**src/rtl/rob_multi.sv**
```systemverilog
// rob_multi
// Two-wide reorder buffer. ENTRIES slots form a circular queue that sits
// between decode and the register file. Tags are handed out in program
// order, results arrive on two CDB channels, and up to two completed entries
// retire per cycle, strictly in order. A flush discards everything.
//
// Ports
//   clock, reset              rising-edge clock, async active-high reset
//   disp_en1/2, disp_reg1/2   dispatch requests and their destination regs
//   disp_ack, disp_tag1/2     all-or-nothing grant and the tags it hands out
//   cdb_en1/2, cdb_tag1/2,    result broadcasts; channel 1 wins a tag clash
//   cdb_value1/2
//   flush                     drop all entries, suppress everything this cycle
//   ret_en1/2, ret_reg1/2,    in-order retire ports (ret_en2 implies ret_en1)
//   ret_value1/2
//   rob_count, rob_full,      occupancy and status flags
//   rob_empty, rob_stall
module rob_multi #(
  parameter int ENTRIES = 32,
  parameter int IDX_W   = 5,
  parameter int DATA_W  = 64,
  parameter int REG_W   = 5
) (
  input  logic              clock,
  input  logic              reset,
  input  logic              disp_en1,
  input  logic              disp_en2,
  input  logic [REG_W-1:0]  disp_reg1,
  input  logic [REG_W-1:0]  disp_reg2,
  output logic              disp_ack,
  output logic [IDX_W-1:0]  disp_tag1,
  output logic [IDX_W-1:0]  disp_tag2,
  input  logic              cdb_en1,
  input  logic              cdb_en2,
  input  logic [IDX_W-1:0]  cdb_tag1,
  input  logic [IDX_W-1:0]  cdb_tag2,
  input  logic [DATA_W-1:0] cdb_value1,
  input  logic [DATA_W-1:0] cdb_value2,
  input  logic              flush,
  output logic              ret_en1,
  output logic              ret_en2,
  output logic [REG_W-1:0]  ret_reg1,
  output logic [REG_W-1:0]  ret_reg2,
  output logic [DATA_W-1:0] ret_value1,
  output logic [DATA_W-1:0] ret_value2,
  output logic [IDX_W:0]    rob_count,
  output logic              rob_full,
  output logic              rob_empty,
  output logic              rob_stall
);

  localparam logic [IDX_W:0] FULL_CNT  = (IDX_W+1)'(ENTRIES);
  localparam logic [IDX_W:0] STALL_CNT = (IDX_W+1)'(ENTRIES - 2);

  logic [ENTRIES-1:0] valid_q;
  logic [ENTRIES-1:0] complete_q;
  logic [REG_W-1:0]   reg_q   [ENTRIES];
  logic [DATA_W-1:0]  value_q [ENTRIES];
  logic [IDX_W-1:0]   head_q;
  logic [IDX_W-1:0]   tail_q;
  logic [IDX_W:0]     count_q;

  logic [IDX_W-1:0]   head_next1;
  logic [IDX_W:0]     free_slots;
  logic [1:0]         n_req;
  logic [1:0]         n_alloc;
  logic [1:0]         n_ret;
  logic               alloc1;
  logic               alloc2;
  logic               cdb_hit1;
  logic               cdb_hit2;

  // Dispatch grant, retire selection and CDB qualification. Everything here
  // reads registered state only, so a result written on an edge shows up at
  // the retire ports one cycle later at the earliest. Space is judged on the
  // current count, so slots freed by a same-cycle retire are not reused.
  // Allocated slots are always invalid, so the valid check on the CDB tag
  // also keeps a broadcast from landing on a slot being allocated.
  always_comb begin
    n_req      = {1'b0, disp_en1} + {1'b0, disp_en2};
    free_slots = FULL_CNT - count_q;
    disp_ack   = (n_req != 2'd0) &&
                 (free_slots >= {{(IDX_W-1){1'b0}}, n_req}) && !flush;
    disp_tag1  = tail_q;
    disp_tag2  = disp_en1 ? tail_q + IDX_W'(1) : tail_q;
    n_alloc    = disp_ack ? n_req : 2'd0;
    alloc1     = disp_ack && disp_en1;
    alloc2     = disp_ack && disp_en2;

    head_next1 = head_q + IDX_W'(1);
    ret_en1    = valid_q[head_q] && complete_q[head_q] && !flush;
    ret_en2    = ret_en1 && valid_q[head_next1] && complete_q[head_next1];
    n_ret      = {1'b0, ret_en1} + {1'b0, ret_en2};
    ret_reg1   = ret_en1 ? reg_q[head_q]       : '0;
    ret_value1 = ret_en1 ? value_q[head_q]     : '0;
    ret_reg2   = ret_en2 ? reg_q[head_next1]   : '0;
    ret_value2 = ret_en2 ? value_q[head_next1] : '0;

    cdb_hit1   = cdb_en1 && valid_q[cdb_tag1] && !flush;
    cdb_hit2   = cdb_en2 && valid_q[cdb_tag2] && !flush &&
                 !(cdb_hit1 && (cdb_tag1 == cdb_tag2));

    rob_count  = count_q;
    rob_full   = (count_q == FULL_CNT);
    rob_empty  = (count_q == '0);
    rob_stall  = (count_q > STALL_CNT);
  end

  // Control state: per-slot valid/complete bits, pointers and occupancy.
  // Flush clears exactly like reset but synchronously. Retire clears come
  // after the CDB sets so a late broadcast to a retiring slot cannot revive it.
  always_ff @(posedge clock or posedge reset) begin
    if (reset) begin
      valid_q    <= '0;
      complete_q <= '0;
      head_q     <= '0;
      tail_q     <= '0;
      count_q    <= '0;
    end else if (flush) begin
      valid_q    <= '0;
      complete_q <= '0;
      head_q     <= '0;
      tail_q     <= '0;
      count_q    <= '0;
    end else begin
      if (cdb_hit1) complete_q[cdb_tag1] <= 1'b1;
      if (cdb_hit2) complete_q[cdb_tag2] <= 1'b1;
      if (ret_en1) begin
        valid_q[head_q]    <= 1'b0;
        complete_q[head_q] <= 1'b0;
      end
      if (ret_en2) begin
        valid_q[head_next1]    <= 1'b0;
        complete_q[head_next1] <= 1'b0;
      end
      if (alloc1) begin
        valid_q[disp_tag1]    <= 1'b1;
        complete_q[disp_tag1] <= 1'b0;
      end
      if (alloc2) begin
        valid_q[disp_tag2]    <= 1'b1;
        complete_q[disp_tag2] <= 1'b0;
      end
      head_q  <= head_q + IDX_W'(n_ret);
      tail_q  <= tail_q + IDX_W'(n_alloc);
      count_q <= count_q + (IDX_W+1)'(n_alloc) - (IDX_W+1)'(n_ret);
    end
  end

  // Payload storage. It needs no reset: nothing is read out unless the slot
  // is valid and complete, and the qualifiers above already fold in flush.
  always_ff @(posedge clock) begin
    if (cdb_hit1) value_q[cdb_tag1]  <= cdb_value1;
    if (cdb_hit2) value_q[cdb_tag2]  <= cdb_value2;
    if (alloc1)   reg_q[disp_tag1]   <= disp_reg1;
    if (alloc2)   reg_q[disp_tag2]   <= disp_reg2;
  end

endmodule

```
**config.mk**
```make
export PLATFORM = sky130hd
export DESIGN_NAME = rob_multi
export DESIGN_NICKNAME = d
export VERILOG_FILES = /design/src/rtl/rob_multi.sv
export SDC_FILE = /design/constraint.sdc
export NUM_CORES = 2
export LEC_CHECK = 0
export CORE_ASPECT_RATIO = 0.7
export CORE_MARGIN = 1
export CORE_UTILIZATION = 50
export CTS_CLUSTER_SIZE = 40
export DETAILED_ROUTE_END_ITERATION = 10
export PLACE_DENSITY = 0.74
export SLEW_MARGIN = 20
export SYNTH_ARGS = -nofsm -noshare
export SYNTH_HDL_FRONTEND = slang
export SYNTH_SLANG_ARGS = --single-unit
```
**constraint.sdc**
```tcl
create_clock -name clock -period 7.6 [get_ports clock]
set_input_delay 0.76 -clock clock [delete_from_list [all_inputs] [get_ports clock]]
set_output_delay 0.76 -clock clock [all_outputs]
set_load 0.02 [all_outputs]
```
==> results.cfg <==
[route]
final_antenna_net_count = 0
num_vias = 89360
drc = 0
firstDrtPassIters = 9
post_drt_wl_per_cell_microns = 41.02
viasPerCell = 7.568
wirelength_microns = 484400
initialDrtViolationCount = 15130

[final_layout]
nets = 8173
fill_cells = 20740
final_util = 0.5512
stdcell_area_sq_um = 148400
multi_input_area_sq_um = 62770
area_delta_synth_final_pct = 9.256
layout.cells.non_filler = 11810
final_layout_size_suffix_gt1_frac = 0.4729
regArea_sq_um = 68320

[critical_path]
crit_path_start_kind = flip-flop
path_class = flip-flop to output pin
cp_top_family = simple AND/OR/NAND/NOR gates
crit_required_ns = 6.84
r2r_slack_ns = 1.56
cpPeakStageDelay_ns = 0.79
endpoint_kind = output pin
critPathArrivalTime_ns = 6.40
cp_cell_sequence = buf_4, a211oi_1, or4_1, a41oi_2, nand2_4, buf_4, nor2_1, clkdlybuf4s50_1
r2r-start = head_q[1]$_DFF_PP0_
crit_slowest_cell = nor2_1
path_max_fanout = 38
reg2reg_to = rob_count[5]$_DFF_PP0_
crit_cells = 8
worst-path-buf-inv = 3
crit_top_cell = buf_4
rr_worst_depth = 21

[clock_network]
htree_num_levels = 4
postCtsSetupBuffers = 0
hold_buffers = 0
cts.path.max_buffers = 4
clk_latency_ns = 0.93
cts_buffers = 229
cts_tree = yes
post_cts_resized = 0
cts_root_buf = clkbuf_16
cts_sinks = 2288
clkTransAtPathRegs_ns = 0.07

[global_route]
antenna_found_initial = 35
grtUsageTotal = 0.3470
grt_max_degree = 147
first_global_vias = 86800
overflow = 0
grt_pass1_wl_microns = 671700

[placement]
place.gp.congestion = 0.9982
dp.cells = 11370
io_buffers = 314
place_area_sq_um = 141300
dp_hpwl_microns = 266800

[sta]
setup_tns_ns = 0
rsz0062_at_grt = false
slew_violations = 0
finalHoldViolCount = 0
finalCritPeriodShare = 0.9419
finalCriticalPeriod_ns = 7.158
skew_ns = 0.03881
fmax_ghz = 0.1397
max_slew_margin = 0.1516
worst_pin_slew_ns = 1.273
setup_viol = 0

[synth]
synth_top_area_share = 0.4883
synth_cell_types = 88
async_flop_share = 0.03497
synth_area_leaders = edfxtp_1 49%, mux4_2 21%, mux2_2 16%
yosysWarnings = 0
synth.avg_cell_area_sq_um = 16.35
synth-seq-cells = 2288
yosys.area.top_type = edfxtp_1
ys_seq_area_frac = 0.5030
synth_edf_count = 2208
synthesis.nets = 8499
synth_cells = 8306
synth-main-ff-cell = edfxtp_1
syn_area_sq_um = 135800

[flow_run]
cap_violations = 0

[floorplanning]
ioPinCount = 315
num_rows = 159
initial_utilization = 0.5045
die_h_microns = 438.0
die_width_microns = 624.9
core_area_sq_um = 269200
die_area_sq_um = 273700

[power_and_ir_drop]
cellLeakagePower_uw = 0.04461
vdd_drop_max_v = 0.0001983
pwr-share-seq = 0.519
switching_share = 0.2276
pwr-share-comb = 0.061
switching_power_uw = 6118
p_int_uw = 20770
power.density_nw_per_um2 = 181.2
pwr-share-clk = 0.420

[worst_hold_path]
hold_class = input pin to asynchronous set/reset pin

[run_status]
status = complete, no violations
[power groups by stage]
stage	registers (uW)	clock network, uW	logic (uW)
global placement	14200	0	1550
global route	14000	11800	1730
detailed placement	14200	0	1600
floorplan	14200	0	1100
CTS	13900	11300	1610
finish	14000	11300	1640
[worst max path at each step]
stage / startpoint / to / slack (ns)
after global routing: head_q[1]$_DFF_PP0_ / ret_value1[43] / 0.36
final: head_q[1]$_DFF_PP0_ / ret_value1[43] / 0.44
after floorplan: head_q[1]$_DFF_PP0_ / rob_count[5]$_DFF_PP0_ / 1.19
after detailed placement: head_q[1]$_DFF_PP0_ / ret_value1[43] / 1.49
after CTS: head_q[1]$_DFF_PP0_ / ret_value1[43] / 0.51
after global placement: head_q[1]$_DFF_PP0_ / ret_value1[43] / 1.47
[kinds of logic (layout without fill, tap and decap cells)]
group / Yosys count / after routing / share of synthesized area
mux: 3533 / 3533 / 0.3958
fa+ha+maj: 38 / 38 / 0.003722
xor+xnor: 26 / 26 / 0.001677
other cells: 0 / 25 / 0
simple gates: 625 / 625 / 0.02326
compound gates: 643 / 643 / 0.03280
flops: 2288 / 2288 / 0.5030
buf+inv: 1153 / 1008 / 0.03975
[per-layer routing]
| metal | share of wire | track usage | routed length [microns] | up-vias |
|---|---|---|---|---|
| met1 | 0.36 | 0.4704 | 172200 | 46540 |
| li1 | - | - | - | 33530 |
| met4 | 0.056 | 0.1701 | 27170 | 16 |
| met3 | 0.14 | 0.09453 | 67570 | 1391 |
| met5 | 0.00020 | 0 | 95 | - |
| met2 | 0.45 | 0.5197 | 217400 | 7889 |
[metrics by stage]
step / power (uW) / hold WS, ns / worst slack [ns]
floorplan: 15310 / 0.5166 / 1.192
global placement: 15760 / 0.5762 / 1.466
detailed placement: 15820 / 0.5773 / 1.491
CTS: 26850 / 0.06500 / 0.5098
global route: 27440 / 0.1006 / 0.3571
finish: 26890 / 0.09502 / 0.4419
[registers in the layout (all words and copies together) (netlist names)]
signal and cells:
value_q 2048, reg_q 160, complete_q 32, valid_q 32, rob_count 6, disp_tag1 5
head_q 5
[cells in the final DEF, fill, tap and decap left out, types with 10 or more instances in the layout]
cell type and n:
edfxtp_1 2208, mux2_2 1934, mux4_2 1247, mux2_1 284
clkdlybuf4s50_1 284, o22ai_1 270, clkbuf_16 234, nand2_1 206
buf_4 159, nor2_1 111, dfrtp_1 77, a21oi_1 76
mux2i_1 67, inv_1 62, or4_1 59, clkinv_1 57
buf_12 55, clkbuf_1 46, a211oi_1 44, clkinv_2 44
nand3_1 41, nor3_1 38, o21ai_0 36, ha_1 33
or3_1 30, buf_2 30, o21bai_1 28, diode_2 25
a41oi_1 22, a21o_4 22, nor2b_1 21, o31ai_1 17
nand4_1 17, bufinv_16 15, nand2b_1 13, xnor2_1 12
a21oi_4 11, nor4_1 10, xor2_1 10
[final cells by class]
| cell class | count | share of cell area |
|---|---|---|
| timing repair buffer | 532 | 0.03616 |
| multi-input combinational | 4865 | 0.4231 |
| tap | 3622 | 0.03055 |
| sequential | 2288 | 0.4605 |
| antenna | 25 | 0.0004217 |
| clock inverter | 129 | 0.006789 |
| inverter | 64 | 0.001628 |
| clock buffer | 283 | 0.04091 |
[cell usage after synthesis (all sizes together) (5+ instances only)]
master	number
a2111oi	10
a211o	6
a211oi	51
a21o	24
a21oi	87
a22o	6
a22oi	6
a31oi	6
a41o	8
a41oi	23
and2	14
and3	10
buf	483
clkbuf	606
dfrtp	80
edfxtp	2208
ha	34
inv	63
mux2	2219
mux2i	67
mux4	1247
nand2	213
nand2b	15
nand3	43
nand3b	9
nand4	18
nor2	113
nor2b	22
nor3	39
nor3b	5
nor4	10
o211ai	6
o21ai	49
o21bai	28
o221ai	7
o22ai	270
o31ai	18
o32ai	5
or2	10
or3	31
or4	59
xnor2	16
xor2	10
No activity file was read; power rests on OpenSTA's default activity.
